[config.mk]
export PLATFORM = sky130hd
export DESIGN_NAME = imem_loader
export DESIGN_NICKNAME = d
export VERILOG_FILES = /design/src/rtl/loader_pkg.sv /design/src/rtl/imem_loader_byte_assembler.sv /design/src/rtl/imem_loader.sv
export SDC_FILE = /design/constraint.sdc
export NUM_CORES = 1
export LEC_CHECK = 0
export CORE_ASPECT_RATIO = 1.5
export CORE_MARGIN = 2
export CORE_UTILIZATION = 35
export CTS_CLUSTER_DIAMETER = 60
export CTS_CLUSTER_SIZE = 10
export DETAILED_ROUTE_END_ITERATION = 6
export GPL_TIMING_DRIVEN = 0
export HOLD_SLACK_MARGIN = 0.08
export MAX_ROUTING_LAYER = met4
export PLACE_DENSITY = 0.58
export SYNTH_ARGS = -nofsm -noshare
export SYNTH_HDL_FRONTEND = slang
export SYNTH_SLANG_ARGS = --single-unit
[constraint.sdc]
create_clock -name clk -period 7.1 [get_ports clk]
set_clock_uncertainty 0.15 [all_clocks]
set_input_delay 1.065 -clock clk [delete_from_list [all_inputs] [get_ports clk]]
set_output_delay 1.065 -clock clk [all_outputs]
set_load 0.005 [all_outputs]
[src/rtl/loader_pkg.sv]
// Shared types and constants for the instruction-memory loader.
// Imported by the loader top and its byte assembler.
package loader_pkg;

  localparam int BYTES_PER_WORD = 4;

  typedef enum logic [2:0] {
    S_IDLE,
    S_HDR,
    S_DATA,
    S_WRITE,
    S_DONE,
    S_ERR
  } loader_state_t;

endpackage

[src/rtl/imem_loader_byte_assembler.sv]
// Packs accepted stream bytes into 32-bit little-endian words.
// Serves both the header word and the program data words.
module byte_assembler
  import loader_pkg::*;
(
  input  logic        clk,
  input  logic        rst,
  input  logic        clear,
  input  logic        accept,
  input  logic [7:0]  in_byte,
  output logic [31:0] word,
  output logic        word_full
);

  logic [1:0]  cnt_q, cnt_d;
  logic [31:0] shreg_q, shreg_d;

  always_comb begin
    // Newest byte enters at the top so byte 0 ends in lane 0.
    word      = {in_byte, shreg_q[31:8]};
    word_full = accept && (cnt_q == 2'(BYTES_PER_WORD - 1));
    cnt_d     = cnt_q;
    shreg_d   = shreg_q;
    if (clear) begin
      cnt_d = '0;
    end else if (accept) begin
      cnt_d   = cnt_q + 2'd1;
      shreg_d = word;
    end
  end

  always_ff @(posedge clk) begin
    if (rst) begin
      cnt_q   <= '0;
      shreg_q <= '0;
    end else begin
      cnt_q   <= cnt_d;
      shreg_q <= shreg_d;
    end
  end

endmodule

[src/rtl/imem_loader.sv]
// Host-stream loader: header word count, then program words
// written into instruction memory while the CPU is held.
module imem_loader
  import loader_pkg::*;
#(
  parameter int                       ADDRESS_WIDTH = 32,
  parameter logic [ADDRESS_WIDTH-1:0] BASE_ADDR     = 32'hBFC00000,
  parameter int                       MEM_WORDS     = 256
) (
  input  logic                     clk,
  input  logic                     rst,
  input  logic                     start,
  input  logic                     in_valid,
  input  logic [7:0]               in_byte,
  output logic                     in_ready,
  output logic                     we,
  output logic [ADDRESS_WIDTH-1:0] waddr,
  output logic [ADDRESS_WIDTH-1:0] wdata,
  output logic                     cpu_hold,
  output logic                     busy,
  output logic                     done,
  output logic                     err
);

  loader_state_t state_q, state_d;
  logic [31:0] n_q, n_d;
  logic [31:0] k_q, k_d;
  logic [ADDRESS_WIDTH-1:0] addr_q, addr_d;
  logic [ADDRESS_WIDTH-1:0] wdata_q, wdata_d;

  logic        accept;
  logic        asm_clear;
  logic [31:0] asm_word;
  logic        asm_full;

  assign in_ready = (state_q == S_HDR) || (state_q == S_DATA);
  assign accept   = in_valid && in_ready;

  byte_assembler u_asm (
    .clk       (clk),
    .rst       (rst),
    .clear     (asm_clear),
    .accept    (accept),
    .in_byte   (in_byte),
    .word      (asm_word),
    .word_full (asm_full)
  );

  always_comb begin
    state_d   = state_q;
    n_d       = n_q;
    k_d       = k_q;
    addr_d    = addr_q;
    wdata_d   = wdata_q;
    asm_clear = 1'b0;
    unique case (state_q)
      S_IDLE, S_DONE, S_ERR: begin
        if (start) begin
          state_d   = S_HDR;
          k_d       = '0;
          addr_d    = BASE_ADDR;
          asm_clear = 1'b1;
        end
      end
      S_HDR: begin
        if (asm_full) begin
          n_d = asm_word;
          if (asm_word == 32'd0)
            state_d = S_DONE;
          else if (asm_word > 32'(MEM_WORDS))
            state_d = S_ERR;
          else
            state_d = S_DATA;
        end
      end
      S_DATA: begin
        if (asm_full) begin
          wdata_d = ADDRESS_WIDTH'(asm_word);
          state_d = S_WRITE;
        end
      end
      S_WRITE: begin
        addr_d = addr_q + ADDRESS_WIDTH'(BYTES_PER_WORD);
        k_d    = k_q + 32'd1;
        if (k_q + 32'd1 == n_q)
          state_d = S_DONE;
        else
          state_d = S_DATA;
      end
      default: state_d = S_IDLE;
    endcase
  end

  always_ff @(posedge clk) begin
    if (rst) begin
      state_q <= S_IDLE;
      n_q     <= '0;
      k_q     <= '0;
      addr_q  <= BASE_ADDR;
      wdata_q <= '0;
    end else begin
      state_q <= state_d;
      n_q     <= n_d;
      k_q     <= k_d;
      addr_q  <= addr_d;
      wdata_q <= wdata_d;
    end
  end

  assign we       = (state_q == S_WRITE);
  assign waddr    = addr_q;
  assign wdata    = wdata_q;
  assign busy     = (state_q == S_HDR) || (state_q == S_DATA)
                 || (state_q == S_WRITE);
  assign done     = (state_q == S_DONE);
  assign err      = (state_q == S_ERR);
  assign cpu_hold = (state_q != S_DONE);

endmodule

Yosys cells after proc, flatten, opt, wreduce, memory -nomap -nowiden
Index checks and enable logic that the tools add are counted.
{"block": "classes", "n_bitwise": 1, "eq_ne": 11, "muxes": 13, "reduce_logical": 14, "order_cmp": 1, "add_sub_neg": 3}
{"cell": "$pmux W32 S2", "n": 2}
{"cell": "$mux W32", "n": 2}
{"cell": "$add A32 B1 Y32 const B", "n": 1}
{"cell": "$add A32 B3 Y32 const B", "n": 1}
{"cell": "$eq A32 B32 Y1", "n": 1}
{"cell": "$gt A32 B9 Y1 const B", "n": 1}
{"cell": "$logic_not A32 Y1", "n": 1}
{"cell": "$mux W3", "n": 6}
{"cell": "$pmux W3 S4", "n": 1}
{"cell": "$reduce_and A2 Y1", "n": 4}
{"cell": "$eq A3 B2 Y1 const B", "n": 2}
{"cell": "$eq A3 B3 Y1 const B", "n": 2}
{"cell": "$ne A2 B2 Y1 const B", "n": 3}
{"cell": "$eq A3 B1 Y1 const B", "n": 1}
{"cell": "$logic_not A3 Y1", "n": 1}
{"cell": "$ne A3 B3 Y1 const B", "n": 1}
{"cell": "$reduce_and A3 Y1", "n": 1}
{"cell": "$reduce_or A3 Y1", "n": 1}
{"cell": "$add A2 B1 Y2 const B", "n": 1}
{"cell": "$eq A2 B2 Y1 const B", "n": 1}
{"cell": "$logic_and A1 B1 Y1", "n": 2}
{"cell": "$logic_or A1 B1 Y1", "n": 2}
{"cell": "$mux W1", "n": 2}
{"cell": "$reduce_bool A2 Y1", "n": 1}
{"cell": "other kinds (2)", "n": 2}
{"block": "totals", "out_inout_bits": 70, "elab_cells": 50, "register_bits": 165}

Logic depth before layout (Yosys ltp)
Gate-level depths: netlist of the first run.
{"block": "depth", "depth_word": 6, "depth_mapped": 10}

Hierarchy
A second synthesis of the first run with hierarchy kept.
{"block": "hier_totals", "hier_cells": 988, "hier_area_um2": 7831.3}
{"module": "imem_loader", "n_inst": 1, "cells_each": 882, "area_per_inst_um2": 6688.9, "seq_area_each_um2": 2582.5}
{"module": "byte_assembler", "n_inst": 1, "cells_each": 106, "area_per_inst_um2": 1142.3, "seq_area_each_um2": 520.5}

Least setup slack after synthesis of the first run
OpenSTA, ideal clock, no wires.
{"block": "synth_timing", "path_kind": "register -> register", "from": "reg k_q[0]", "to": "reg state_q[2]", "stages_incl_launch_ff": 10, "arrival_ns": 3.276, "setup_slack_ns": 3.603, "n_path_buf": 1, "synth_period_minus_slack_ns": 3.497, "cell_sequence": "dfxtp_1 ha_1 nand3_2 or4_1 clkbuf_1 xnor2_1 or4_1 or4_1 or4_1 a21oi_1"}
{"block": "synth_between", "elab_chain_cells": 4}
{"element": "from (decl)", "line": "imem_loader.sv:27", "rtl": "logic [31:0] k_q, k_d;"}
{"element": "from (signal assigned)", "line": "imem_loader.sv:104", "rtl": "k_q <= k_d;"}
{"element": "$add A32 B1 Y32", "line": "imem_loader.sv:85", "rtl": "if (k_q + 32'd1 == n_q)"}
{"element": "$eq A32 B32 Y1", "line": "imem_loader.sv:85"}
{"element": "$mux W3", "line": "imem_loader.sv:85"}
{"element": "$pmux W3 S4", "line": "imem_loader.sv:56", "rtl": "unique case (state_q)"}
{"element": "to (signal assigned)", "line": "imem_loader.sv:102", "rtl": "state_q <= state_d;"}
{"element": "to (decl)", "line": "imem_loader.sv:25", "rtl": "loader_state_t state_q, state_d;"}
Every way passes these cells.
A chain may end at the register's enable or synchronous reset.

Worst setup path after layout of the first run
{"block": "layout_timing", "from": "reg state_q[0]", "to": "out we"}
{"block": "layout_between", "elab_chain_cells": 1}
{"element": "$eq A3 B2 Y1", "line": "imem_loader.sv:110", "rtl": "assign we = (state_q == S_WRITE);"}
{"element": "to (decl)", "line": "imem_loader.sv:16", "rtl": "output logic we,"}
Every way passes these cells.

==> results of run 1 <==
final timing paths:
path | start | endpoint | slack (ns) | depth (start not counted)
min reg2reg | wdata[29] | wdata[29] | 0.31 | 2
max | state_q[0] | we | 2.45 | 7
max reg2reg | k_q[0] | state_q[2] | 2.91 | 9
min | wdata[29] | wdata[29] | 0.31 | 2
routing by layer:
| metal | global-route usage, % | routed length [µm] | up-vias |
|---|---|---|---|
| met2 | 37.0 | 11700 | 194 |
| met5 | - | 0 | - |
| met3 | 2.99 | 975 | 48 |
| li1 | - | - | 3666 |
| met4 | 9.23 | 793 | 0 |
| met1 | 24.6 | 9560 | 3400 |
synth_stat cells, types with 3 or more instances:
| master | instances | area share (%) |
|---|---|---|
| a311oi_1 | 8 | 0.94 |
| and3_1 | 11 | 0.92 |
| nand2b_1 | 5 | 0.42 |
| nand2_1 | 246 | 12 |
| or4_1 | 9 | 0.90 |
| nor2_1 | 69 | 3.5 |
| buf_4 | 6 | 0.60 |
| or3_1 | 9 | 0.75 |
| and2_1 | 6 | 0.50 |
| a21oi_1 | 140 | 9.4 |
| nor4_1 | 24 | 2.0 |
| nand3_1 | 32 | 2.1 |
| inv_1 | 8 | 0.40 |
| buf_6 | 3 | 0.45 |
| and4_1 | 5 | 0.58 |
| nor4b_1 | 5 | 0.58 |
| clkbuf_1 | 56 | 2.8 |
| nor3_1 | 19 | 1.3 |
| nand3b_1 | 4 | 0.40 |
| ha_1 | 3 | 0.50 |
| xnor2_1 | 32 | 3.7 |
| o21ai_0 | 36 | 2.4 |
| nand4_1 | 17 | 1.4 |
| buf_2 | 4 | 0.27 |
| mux2_2 | 6 | 0.90 |
| dfxtp_1 | 155 | 41 |
| nor2b_1 | 4 | 0.33 |
| o211ai_1 | 4 | 0.40 |
| a22oi_1 | 3 | 0.30 |
| a211oi_1 | 5 | 0.50 |
| a31oi_1 | 6 | 0.50 |
| xor2_1 | 16 | 1.9 |
state kept, by name (all words and copies together), names as in the netlist:
register       cells
u_asm.shreg_q     24
u_asm.cnt_q        2
k_q               32
waddr             30
n_q               32
state_q            3
wdata             32
through the flow:
step / util [%] / cell area [µm²] / setup WS, ns / power [mW] / hold slack, ns
2_1_floorplan: - / 7500 / 3.60 / 0.938 / 0.288
3_3_place_gp: 40.9 / 8610 / 2.96 / 0.973 / 0.293
3_5_place_dp: 40.9 / 8610 / 2.96 / 0.973 / 0.296
4_1_cts: 43.6 / 9180 / 2.48 / 1.86 / 0.305
5_1_grt: 43.6 / 9180 / 2.28 / 1.91 / 0.327
6_report: 43.6 / 9180 / 2.45 / 1.85 / 0.305
cell families after synthesis:
logic type	after synthesis	synth area share [%]
muxes	7	1.04
AOI/OAI and AO/OA	222	16.6
xor gates and xnor gates	48	5.61
other	1	0.0501
adders and majority gates	3	0.501
DFF	155	41.4
buffers and inverters	77	4.53
and+or+nand+nor	482	30.2
critical path, cell delays in order, from the launching register on:
cell and delay (ns):
dfxtp_1 0.33, clkbuf_1 0.33, nor2b_1 0.21, nand2_1 0.14, inv_1 0.19, clkbuf_1 0.51, clkbuf_1 0.64, clkdlybuf4s50_1 0.64
report_power, final:
part           switching, mW  internal, mW
logic                 0.0543        0.0207
clock network          0.405         0.491
registers            0.00555         0.873
total                  0.465          1.38
layout make-up:
class                      count  area share [%]
timing repair buffer          78            8.51
buffer                        69            3.37
multi-input combinational    764            44.2
clock inverter                14            1.50
sequential                   155            33.8
tap                          268            3.65
inverter                       8           0.327
clock buffer                  18            4.68
==> impl_summary.log, run 1 <==
INFO  metric wl_per_cell = ~17 µm
INFO  metric post-place-cells = 1,342
INFO  metric maximum_number_of_pins_on_one_net_before_global_route_repair = 17
INFO  metric synthArstFlopShare = 0%
INFO  metric avgViaCountPerCell = 5.32
INFO  metric critical_path_peak_fanout = 10
INFO  metric synth_seq_cells = ~160
INFO  metric post-cts-setup-buffers = 0
INFO  metric fin_tns_setup = 0 ns
INFO  metric synth.cell_area = 0.00749 mm²
INFO  metric layout.area.seq = 0.00310 mm²
INFO  metric gp_congestion = 0.906
INFO  metric type_of_origin_of_the_critical_path = flop
INFO  metric wirelength = 23,000 µm
INFO  metric min_period = 4.65 ns
INFO  metric core_region_area = about 0.021 mm²
INFO  metric die_width = 123 µm
INFO  metric detailed_router_s_first_iteration_violation_count = 380
INFO  metric timing.critical_path.required = between 5 and 6 ns
INFO  metric pin_count = 82
INFO  metric flow.area_growth_from_synthesis = 22.5%
INFO  metric initial_utilization = a little over a third
INFO  metric postSynthCellCount = 995
INFO  metric p_leak = 2.95 nW
INFO  metric synthesized_area_per_cell = 7.53 µm²
INFO  metric irDropWorstVdd = 0.000154 V
INFO  metric unique_cell_type_count_in_the_yosys_netlist = 61
INFO  metric grt_pass1_wl = 36,800 µm
INFO  metric detail_route.drc_violations = 0
INFO  metric dr_total_vias = 7,308
INFO  metric die_area = 0.0226 mm²
INFO  metric slew_of_the_pin_with_the_lowest_slew_margin = 1.19 ns
INFO  metric slew_headroom = 20.1%
INFO  metric core.rowCount = 65
INFO  metric cts.reportedPaths.clkPinSlew = approximately 0.070 ns
INFO  metric worstSetupEndpointType = output pin
INFO  metric cp_data_arrival_time = 3.44 ns
INFO  metric grt_util_all_layers = 21.5%
INFO  metric layout.cells.most_common_list = nand2_1 (246), dfxtp_1 (155), a21oi_1 (140)
INFO  metric final.fill_count = 2,211
INFO  metric cts_inserted_buffers = 17
INFO  metric port-buffer-count = between 70 and 80
INFO  metric antenna_violations_before_repair = 0
INFO  metric fin_crit_sh = approximately 65%
INFO  metric powerDensity = 202 mW/mm²
INFO  metric drt_pass1_iterations = 5
INFO  metric count_of_flip_flops_with_a_built_in_enable_after_synthesis = 0
INFO  metric clockRootBuffer = clkbuf_16
INFO  metric cts_max_path_buffers = 2
INFO  metric seq_area_frac_synth = 41.4%
INFO  metric clock_latency = between 0.4 and 0.5 ns
INFO  metric result_of_the_run = completed
INFO  metric tritoncts = yes
INFO  metric post_cts.resized_instances = 0
INFO  metric hold_violations = 0
INFO  metric final_nets = roughly 1,100
INFO  metric globalRouteOverflowTotal = 0
INFO  metric chip_height = 183 µm
INFO  metric synth.yosys.warnings = 0
INFO  metric final_common_cell = nand2_1
INFO  metric ant_nets = 0
INFO  metric setup_viol_count_final = 0
INFO  metric worst_path_class_setup = flop to output pin
INFO  metric hold_path.class = flop to flop
INFO  metric insertedDiodeCount = 0
INFO  metric tritoncts_num_sinks = 155
INFO  metric final-instance-count-excl-fill = 1,374
INFO  metric max_clock_freq = 0.215 GHz
INFO  metric rsz_0062_raised_after_global_routing = no
INFO  metric multiInputGateArea = between 0.004 and 0.005 mm²
INFO  metric slew_violations = 0
INFO  metric cap_violations = 0
INFO  metric synth_top_flop_cell = dfxtp_1
INFO  metric cts_hold_repair.buffers = 0
INFO  metric dp_hpwl = about 17,000 µm
INFO  metric htreeDepth = 4
INFO  metric layout-drive-gt1-share = 5.88%
INFO  metric first_global_vias = ~7,000
No activity file was read; power rests on OpenSTA's default activity.
==> run 2, diff against run 1 <==
==> constraint.sdc (replaced) <==
create_clock -name clk -period 4.75 [get_ports clk]
set_clock_uncertainty 0.15 [all_clocks]
set_input_delay 0.7125 -clock clk [delete_from_list [all_inputs] [get_ports clk]]
set_output_delay 0.7125 -clock clk [all_outputs]
set_load 0.005 [all_outputs]
==> results of run 2 <==
The final DEF is identical to that of run 1. Status: completed.
Main changes from that run: setup slack after placement 2.96 ns -> 0.631 ns; setup slack after layout 2.45 ns -> 0.452 ns; register-to-register setup slack 2.91 ns -> 0.56 ns; total power 1.85 mW -> 2.76 mW; worst IR drop on VDD 0.000154 V -> 0.000230 V
